<file path="config.mk">
export PLATFORM = sky130hd
export DESIGN_NAME = lsq_index_queue
export DESIGN_NICKNAME = d
export VERILOG_FILES = /design/src/rtl/lsq_index_queue.sv
export SDC_FILE = /design/constraint.sdc
export NUM_CORES = 1
export LEC_CHECK = 0
export CAP_MARGIN = 20
export CORE_AREA = 10 10 146 148
export CTS_CLUSTER_DIAMETER = 120
export DETAILED_ROUTE_END_ITERATION = 6
export DIE_AREA = 0 0 156 158
export PLACE_DENSITY = 0.89
export SLEW_MARGIN = 25
export SYNTH_ARGS = -nofsm -noshare
export SYNTH_HDL_FRONTEND = slang
export SYNTH_SLANG_ARGS = --single-unit
</file>
<file path="constraint.sdc">
create_clock -name clk -period 3.9 [get_ports clk]
set_input_delay 0.585 -clock clk [delete_from_list [all_inputs] [get_ports clk]]
set_output_delay 0.585 -clock clk [all_outputs]
set_load 0.01 [all_outputs]
</file>
<file path="src/rtl/lsq_index_queue.sv">
// In-order queue of ROB indices for memory ops: accepts up to four packed {valid,idx} slots per
// cycle, compacts them in slot order, and presents the oldest index to the LSQ.
// Optional same-cycle bypass when empty: define LSQ_IDXQ_BYPASS_EN.
module lsq_index_queue #(
  parameter int DEPTH = 16,
  parameter int IDX_W = 7
) (
  input  logic                     clk,
  input  logic                     rst_n,
  input  logic [4*(IDX_W+1)-1:0]   idx_in,
  output logic                     idx_stall,
  input  logic                     flush,
  input  logic                     deq_ready,
  output logic                     deq_valid,
  output logic [IDX_W-1:0]         deq_idx,
  output logic [$clog2(DEPTH):0]   count,
  output logic                     full,
  output logic                     empty
);

  localparam int SW = IDX_W + 1;
  localparam int PW = $clog2(DEPTH);
  localparam int CW = PW + 1;

  logic [IDX_W-1:0] mem [DEPTH];
  logic [PW-1:0]    wr_ptr;
  logic [PW-1:0]    rd_ptr;

  logic [3:0]       slot_v;
  logic [IDX_W-1:0] slot_idx [4];
  logic [2:0]       slot_pos [4];
  logic [2:0]       n_valid;
  logic [CW-1:0]    free;

  logic             accept;
  logic             pop;
  logic             byp_valid;
  logic [IDX_W-1:0] byp_idx;
  logic             skip_first;
  logic [2:0]       n_wr;
  logic [3:0]       slot_we;
  logic [PW-1:0]    slot_addr [4];

  // Unpack slots and give each valid slot its compacted offset (number of valid slots below it).
  always_comb begin
    n_valid = '0;
    for (int k = 0; k < 4; k++) begin
      slot_v[k]   = idx_in[k*SW + IDX_W];
      slot_idx[k] = idx_in[k*SW +: IDX_W];
      slot_pos[k] = n_valid;
      n_valid     = n_valid + {2'b00, slot_v[k]};
    end
  end

  assign full  = (count == CW'(DEPTH));
  assign empty = (count == '0);

  // Space is judged on the registered count only; a pop in the same cycle gives no credit.
  assign free      = CW'(DEPTH) - count;
  assign idx_stall = (CW'(n_valid) > free) & ~flush;
  assign accept    = ~idx_stall & ~flush;

`ifdef LSQ_IDXQ_BYPASS_EN
  logic [IDX_W-1:0] first_idx;

  always_comb begin
    first_idx = '0;
    for (int k = 3; k >= 0; k--) begin
      if (slot_v[k]) first_idx = slot_idx[k];
    end
  end

  assign byp_valid = empty & (n_valid != 3'd0) & ~flush;
  assign byp_idx   = first_idx;
`else
  assign byp_valid = 1'b0;
  assign byp_idx   = '0;
`endif

  // Handshake: deq_valid/deq_idx are stable-per-cycle offers; an entry is consumed on any cycle
  // where deq_valid & deq_ready are both high (and flush is low). deq_idx is meaningless when
  // deq_valid is low; it is forced to zero then so reset shows a clean value.
  assign deq_valid  = ~empty | byp_valid;
  assign deq_idx    = byp_valid ? byp_idx : (empty ? '0 : mem[rd_ptr]);
  assign pop        = ~empty & deq_ready & ~flush;
  assign skip_first = byp_valid & deq_ready;
  assign n_wr       = n_valid - {2'b00, skip_first};

  // A bypassed-and-consumed first slot is not stored; the rest shift down by one entry.
  always_comb begin
    for (int k = 0; k < 4; k++) begin
      slot_we[k]   = accept & slot_v[k] & ~(skip_first & (slot_pos[k] == 3'd0));
      slot_addr[k] = wr_ptr + PW'(slot_pos[k]) - PW'(skip_first);
    end
  end

  always_ff @(posedge clk or negedge rst_n) begin
    if (!rst_n) begin
      wr_ptr <= '0;
      rd_ptr <= '0;
      count  <= '0;
    end else if (flush) begin
      wr_ptr <= '0;
      rd_ptr <= '0;
      count  <= '0;
    end else begin
      if (accept) wr_ptr <= wr_ptr + PW'(n_wr);
      if (pop)    rd_ptr <= rd_ptr + PW'(1);
      count <= count + (accept ? CW'(n_wr) : CW'(0)) - CW'(pop);
    end
  end

  // Storage needs no reset: every read is qualified by count.
  always_ff @(posedge clk) begin
    for (int k = 0; k < 4; k++) begin
      if (slot_we[k]) mem[slot_addr[k]] <= slot_idx[k];
    end
  end

endmodule
</file>
==> summary.txt, run 1 <==
Cells and area
  • Final cell count without fillers: 1376
  • Area grow syn2layout: 25.82%
  • Ant diodes: 0
  • Share of layout cells above drive strength 1: 0.2960
  • Reg area: 3690 sq um
  • Core Util, Final: 0.6957
  • Nets@finish: 1199
  • Multi-input logic area: 6325 sq um
  • Fill cells: 1198

Timing
  • TNS Setup: 0 ns
  • Setup ws final: 0.1694 ns
  • Final hold viol count: 0
  • Setup violators final: 0
  • Rel. slew slack: 0.3526
  • Final Max Tran Viols: 0
  • Min Tclk post-route: 3.731 ns
  • RSZ-0062 raised after global routing: false
  • Period utilisation layout: 0.9566
  • Highest clock rate: 0.2681 GHz
  • Slew of the pin with the lowest slew margin: 0.9680 ns
  • Final Skew: 0.005353 ns

Clock tree
  • H-tree levels: 4
  • Clk root buf: clkbuf_16
  • Worst-Skew Late Latency: 0.44 ns
  • Clock sink count: 125
  • CTS clk-pin slew, worst paths: 0.06 ns
  • Hold_buf cts: 0
  • Longest Clk Path Bufs: 2
  • CTS Buf Count: 17
  • CTS tree: yes

Yosys
  • Sequential-to-total area share from yosys stat: 0.3615
  • #FFs+latches synth: 125
  • Gate Count Post-Synth: 986
  • Syn Nets: 1056
  • Synth area leader: edfxtp_1
  • Syn Area/Cell: 10.35 sq um
  • Ys Warns: 0
  • Share of the synthesized area in the top cell type: 0.3296
  • Synth area leaders: edfxtp_1 (33%), mux2i_1 (13%), mux4_2 (7.7%)
  • Synth Flop Type: edfxtp_1
  • Post-synth ARST share: 0.1040
  • Cell area after synthesis: 10200 sq um
  • Post-synth EDFFs: 112
  • Synth cell types: 55

Critical path
  • CP bufs+invs: 4
  • Largest fanout on the critical path: 27
  • Worst-path cell with the longest stage delay: fa_2
  • Critical path endpoint category: flop
  • Max incr delay on CP: 0.57 ns
  • CP Class: primary input to flop
  • Crit path max-delay family: adder cells
  • Req. time, crit path: 4.11 ns
  • Startpoint type of the worst setup path: primary input
  • Cell Chain, Critical Path: clkbuf_2 > fa_1 > ha_2 > fa_2 > ha_4 > a211oi_4 > buf_4 > or2_4 > buf_4 > nand3_1 > buf_12 > mux2i_1 > o21ai_0
  • Critical Path AT: 3.95 ns
  • Most frequent CP cell: buf_4

Floorplan
  • Core box area: 18460 sq um
  • Top Ports: 52
  • Starting Density: 0.5529
  • Chip width: 156 um
  • Rows: 50
  • Chip height: 158 um
  • Full die area: 24650 sq um

Placed design
  • Setup WS pre-CTS: -0.7257 ns
  • Placed wire-length estimate: 24630 um
  • GP Congestion: 0.9380
  • I/O Buffers: 51
  • Placed instance count: 1340

Flow run
  • Max Cap Violations: 0

GRT
  • Antenna violations before repair: 0
  • First-pass GRT wire length: 56810 um
  • Largest net degree at the start of global routing: 32
  • Vias in the first global route: 10080
  • Grt ovf: 0
  • GR Util All Layers: 0.2989

Power and ir drop
  • Worst vdd ir: 0.0005814 V
  • Overall Power: 7.544 mW
  • Power Density: 587.6 nW/um^2
  • Leakage: 4.694 nW

Route
  • Remaining antenna violation count after routing: 0
  • # DRC: 13
  • DR vias: 9743
  • DRT Pass-1 Iters: 7
  • WL final: 36830 um
  • Drt via density: 7.081
  • WL/cell: 26.77 um
  • Initial DRC Count: 2049

Min path
  • Min-delay worst type: primary input to asynchronous set/reset pin

Outcome
  • Failing checks: DRC
  • Status: complete, but fails checks
stage by stage:
| stage | instance area (sq um) | hold slack (ns) |
|---|---|---|
| global placement | 12130 | 0.6449 |
| CTS | 12800 | 0.5845 |
| detailed placement | 12130 | 0.6740 |
| finish | 12840 | 0.5449 |
| global route | 12840 | 0.5885 |
| floorplan | 10350 | 0.2894 |
layout by cell type (no fill, tap or decap), types with 6 or more instances in the layout:
cell,n
clkdlybuf4s50_1,47
nand2_1,69
mux2_2,44
o21ai_1,7
nor3_4,6
nor2_1,40
nor3_2,10
buf_4,130
buf_12,15
clkbuf_16,17
nand4b_1,8
a211oi_1,6
edfxtp_1,112
nor3_1,24
and2_1,12
a31oi_1,6
mux4_2,35
nand3_1,11
mux2i_1,137
ha_1,21
xor2_1,8
or2_2,30
or4_1,22
inv_1,30
dfrtp_1,12
o31ai_1,33
o21ai_0,53
nand2b_1,10
a21oi_1,66
o211ai_1,19
report_power, final:
group	switching [mW]	internal, mW	leakage [nW]
Combinational	2.14	1.75	3.21
Sequential	0.163	1.78	1.19
Clock	0.632	1.07	0.298
repair_timing:
| item | 4_1_cts | 5_1_grt |
|---|---|---|
| pin swaps | 11 | 6 |
| buffers inserted | 2 | 2 |
| resized for setup | 17 | 9 |
| setup endpoints to repair | 228 | 162 |
layout make-up:
| class | count | area share |
|---|---|---|
| well taps | 234 | 0.02280 |
| inverters | 31 | 0.009063 |
| clock inverters | 13 | 0.01471 |
| flip-flops and latches | 125 | 0.2874 |
| clock buffers | 19 | 0.03372 |
| repair buffers | 198 | 0.1397 |
| multi-input cells | 756 | 0.4926 |
final timing paths:
path	start	end	slack, ns	cells past startpoint
max	idx_in[23]	mem[3][2]	0.17	13
min	rst_n	count[1]	0.54	1
max reg2reg	count[1]	count[4]	0.46	19
min reg2reg	rd_ptr[0]	rd_ptr[0]	0.68	2
max in group asynchronous	rst_n	rd_ptr[0]	2.90	1
min in group clk	rd_ptr[0]	rd_ptr[0]	0.68	2
cells in the mapped netlist (3+ instances only):
library cell and number:
nor2b_1 4, o31ai_1 33, or3_1 3, ha_1 28
mux2i_1 137, nand4b_1 8, inv_1 31, nor3_2 14
buf_1 6, a21o_1 5, o21ai_0 62, fa_1 6
nor2_1 41, nand2_1 69, a211oi_1 7, nor3_1 26
nand2b_1 10, buf_2 5, buf_4 3, dfrtp_1 13
nand3_1 13, o211ai_1 19, or2_2 31, edfxtp_1 112
clkbuf_1 60, xor2_1 8, and3_1 5, nand4_1 3
o2111ai_1 4, mux4_2 35, and2_1 13, a31oi_1 6
or4_1 22, xnor2_1 6, nor4_1 4, a21oi_1 69
mux2_2 44
logic make-up (layout without fill, tap and decap cells):
family | count (synthesis) | after routing | share of synthesized area
fa+ha+maj | 34 | 34 | 0.04610
compound gates | 219 | 219 | 0.1318
buf+inv | 105 | 261 | 0.04034
simple gates | 273 | 273 | 0.1481
mux | 216 | 216 | 0.2602
flops | 125 | 125 | 0.3615
xor+xnor | 14 | 14 | 0.01202
flip-flops by register name, indices dropped and copies added (netlist names):
| name | flops |
|---|---|
| count | 5 |
| mem | 112 |
| rd_ptr | 4 |
| wr_ptr | 4 |
layer usage:
layer	up-vias	global-route usage	routed length, um
li1	4064	-	-
met1	4454	0.3392	12060
met2	925	0.4781	16830
met3	300	0.09172	4995
met4	0	0.2023	2947
met5	-	0	0
worst reg2reg max path, stage by stage, from the launching register on:
cell and delay (ns):
dfrtp_1 0.41, inv_1 0.14, ha_1 0.23, xor2_1 0.28, ha_4 0.25, or2_2 0.30
o2111ai_4 0.14, nor2_4 0.09, nor2_4 0.09, nand2_1 0.07, ha_1 0.28, inv_1 0.06
ha_2 0.18, inv_2 0.04, fa_2 0.38, inv_1 0.06, a21o_1 0.11, a21oi_2 0.05
xnor2_1 0.12, nor2_1 0.06
No activity file was read; power rests on OpenSTA's default activity.
==> run 2: changes to the inputs <==
--- a/config.mk
+++ b/config.mk
@@ -6,12 +6,12 @@
 export NUM_CORES = 1
 export LEC_CHECK = 0
 export CAP_MARGIN = 20
-export CORE_AREA = 10 10 146 148
+export CORE_AREA = 10 10 142 144
 export CTS_CLUSTER_DIAMETER = 120
 export DETAILED_ROUTE_END_ITERATION = 6
-export DIE_AREA = 0 0 156 158
-export PLACE_DENSITY = 0.89
-export SLEW_MARGIN = 25
+export DIE_AREA = 0 0 152 154
+export PLACE_DENSITY = 0.9
+export SLEW_MARGIN = 30
 export SYNTH_ARGS = -nofsm -noshare
 export SYNTH_HDL_FRONTEND = slang
 export SYNTH_SLANG_ARGS = --single-unit
==> constraint.sdc (replaced) <==
create_clock -name clk -period 4.5 [get_ports clk]
set_input_delay 0.675 -clock clk [delete_from_list [all_inputs] [get_ports clk]]
set_output_delay 0.675 -clock clk [all_outputs]
set_load 0.01 [all_outputs]
==> summary.txt, run 2 (synthesis gave the netlist of run 1 again) <==
Timing
  • Final hold viol count: 0
  • Period utilisation layout: 0.9793
  • Final Max Tran Viols: 0
  • Highest clock rate: 0.2269 GHz
  • Slew of the pin with the lowest slew margin: 1.067 ns
  • Rel. slew slack: 0.2886
  • Setup violators final: 0
  • Min Tclk post-route: 4.407 ns
  • Final Skew: 0.01233 ns
  • TNS Setup: 0 ns
  • Hold WS: 0.6452 ns

Clock tree
  • CTS clk-pin slew, worst paths: 0.06 ns
  • H-tree levels: 4
  • Longest Clk Path Bufs: 2
  • Clk root buf: clkbuf_16
  • Worst-Skew Late Latency: 0.44 ns
  • CTS tree: yes
  • Clock sink count: 125
  • Hold_buf cts: 0
  • CTS Buf Count: 17

Cells and area
  • Commonest non-fill, non-tap cell in the layout: mux2i_1
  • Area grow syn2layout: 20.71%
  • Share of layout cells above drive strength 1: 0.2621
  • Nets@finish: 1175
  • Fin area: 12320 sq um
  • Ant diodes: 0
  • Final cell count without fillers: 1343
  • Max reg flops: 112
  • Most frequent cells in the layout: mux2i_1 (137), buf_4 (118), edfxtp_1 (112)

GRT
  • First-pass GRT wire length: 53960 um
  • Antenna violations before repair: 0
  • GR Util All Layers: 0.2901
  • Grt ovf: 0
  • Vias in the first global route: 9560
  • Largest net degree at the start of global routing: 28

Power and ir drop
  • Overall Power: 5.999 mW
  • Leakage: 4.436 nW
  • Power Density: 487.0 nW/um^2
  • Worst vdd ir: 0.0004781 V

Route
  • WL final: 35160 um
  • # DRC: 26
  • DR vias: 9662
  • DRT Pass-1 Iters: 7
  • Initial DRC Count: 1763
  • Remaining antenna violation count after routing: 0
  • Drt via density: 7.194
  • WL/cell: 26.18 um

Critical path
  • Req. time, crit path: 4.63 ns
  • Startpoint type of the worst setup path: primary input
  • Cell Chain, Critical Path: clkdlybuf4s50_1 > fa_1 > ha_2 > fa_1 > ha_1 > nand3_1 > o2111ai_2 > buf_4 > buf_4 > o211ai_1 > buf_4 > mux2_2 > mux2i_1 > o21ai_0
  • Critical Path AT: 4.54 ns
  • Worst-path cell with the longest stage delay: fa_1
  • Most frequent CP cell: buf_4
  • Critical path endpoint category: flop
  • Crit path max-delay family: adder cells
  • Max incr delay on CP: 0.59 ns
  • CP Class: primary input to flop
  • CP bufs+invs: 4
  • Largest fanout on the critical path: 15

Flow run
  • Max Cap Violations: 0

Floorplan
  • Chip height: 154 um
  • Full die area: 23410 sq um
  • Top Ports: 52
  • Rows: 48
  • Chip width: 152 um
  • Core box area: 17180 sq um
  • Starting Density: 0.5941

Placed design
  • Placed instance count: 1309
  • Placed wire-length estimate: 23890 um
  • GP Congestion: 0.9634
  • Area after DPL: 11710 sq um
  • I/O Buffers: 51

Outcome
  • Failing checks: DRC
  • Status: complete, but fails checks

Min path
  • Min-delay worst type: primary input to asynchronous set/reset pin
-- run 2: cell types whose count changed in the layout (fill, tap and decap cells not counted), moves of 4 or more --
cell / change
nor3_2: +5
buf_4: -12
o21ai_1: -6
nor3_4: -6
o21ai_0: +8
buf_12: -11
bufinv_16: -4
ha_1: +6
ha_4: -5
-- run 2: cell type report --
| class | instances | area (sq um) |
|---|---|---|
| clock buffer | 27 | 535.5 |
| clock inverter | 5 | 28.78 |
| fill | 1104 | 4858 |
| inverter | 31 | 116.4 |
| multi-input combinational | 756 | 6183 |
| sequential | 125 | 3690 |
| tap | 225 | 281.5 |
| timing repair buffer | 174 | 1483 |
-- run 2: path summary, 6_finish.rpt --
| check | depth (start not counted) | slack [ns] | to | from |
|---|---|---|---|---|
| worst max-delay path | 14 | 0.09 | mem[2][2] | idx_in[7] |
| worst min-delay path | 1 | 0.65 | wr_ptr[0] | rst_n |
| worst max register to register | 19 | 1.16 | count[4] | count[0] |
| worst min register to register | 2 | 0.66 | wr_ptr[0] | wr_ptr[0] |
| max in group asynchronous | 1 | 3.39 | rd_ptr[0] | rst_n |
| min in group clk | 2 | 0.66 | wr_ptr[0] | wr_ptr[0] |
-- run 2: timing repair --
| item | 4_1_cts | 5_1_grt |
|---|---|---|
| setup buffers | 0 | 2 |
| endpoints found under the setup margin | 1 | 25 |
| pin swaps | 0 | 1 |
| resized for setup | 1 | 9 |
-- run 2: where the power goes --
group | internal [mW] | switching [mW] | total (mW) | leakage (nW)
registers | 1.54 | 0.159 | 1.70 | 1.19
logic | 1.28 | 1.69 | 2.97 | 2.97
clock network | 0.811 | 0.518 | 1.33 | 0.278
-- run 2: per-layer routing --
layer | share of wire | GRT usage | vias up
met1 | 0.33 | 0.3315 | 4420
met4 | 0.078 | 0.1857 | 0
met5 | 0 | 0 | -
met3 | 0.14 | 0.08229 | 287
met2 | 0.45 | 0.4699 | 944
li1 | - | - | 4011
-- run 2: stage by stage --
stage | util | worst slack [ns]
5_1_grt | 0.7171 | -0.003170
2_1_floorplan | - | 0.01554
4_1_cts | 0.7144 | 0.09128
3_3_place_gp | 0.6816 | -0.1465
6_report | 0.7171 | 0.09337
3_5_place_dp | 0.6816 | -0.2902
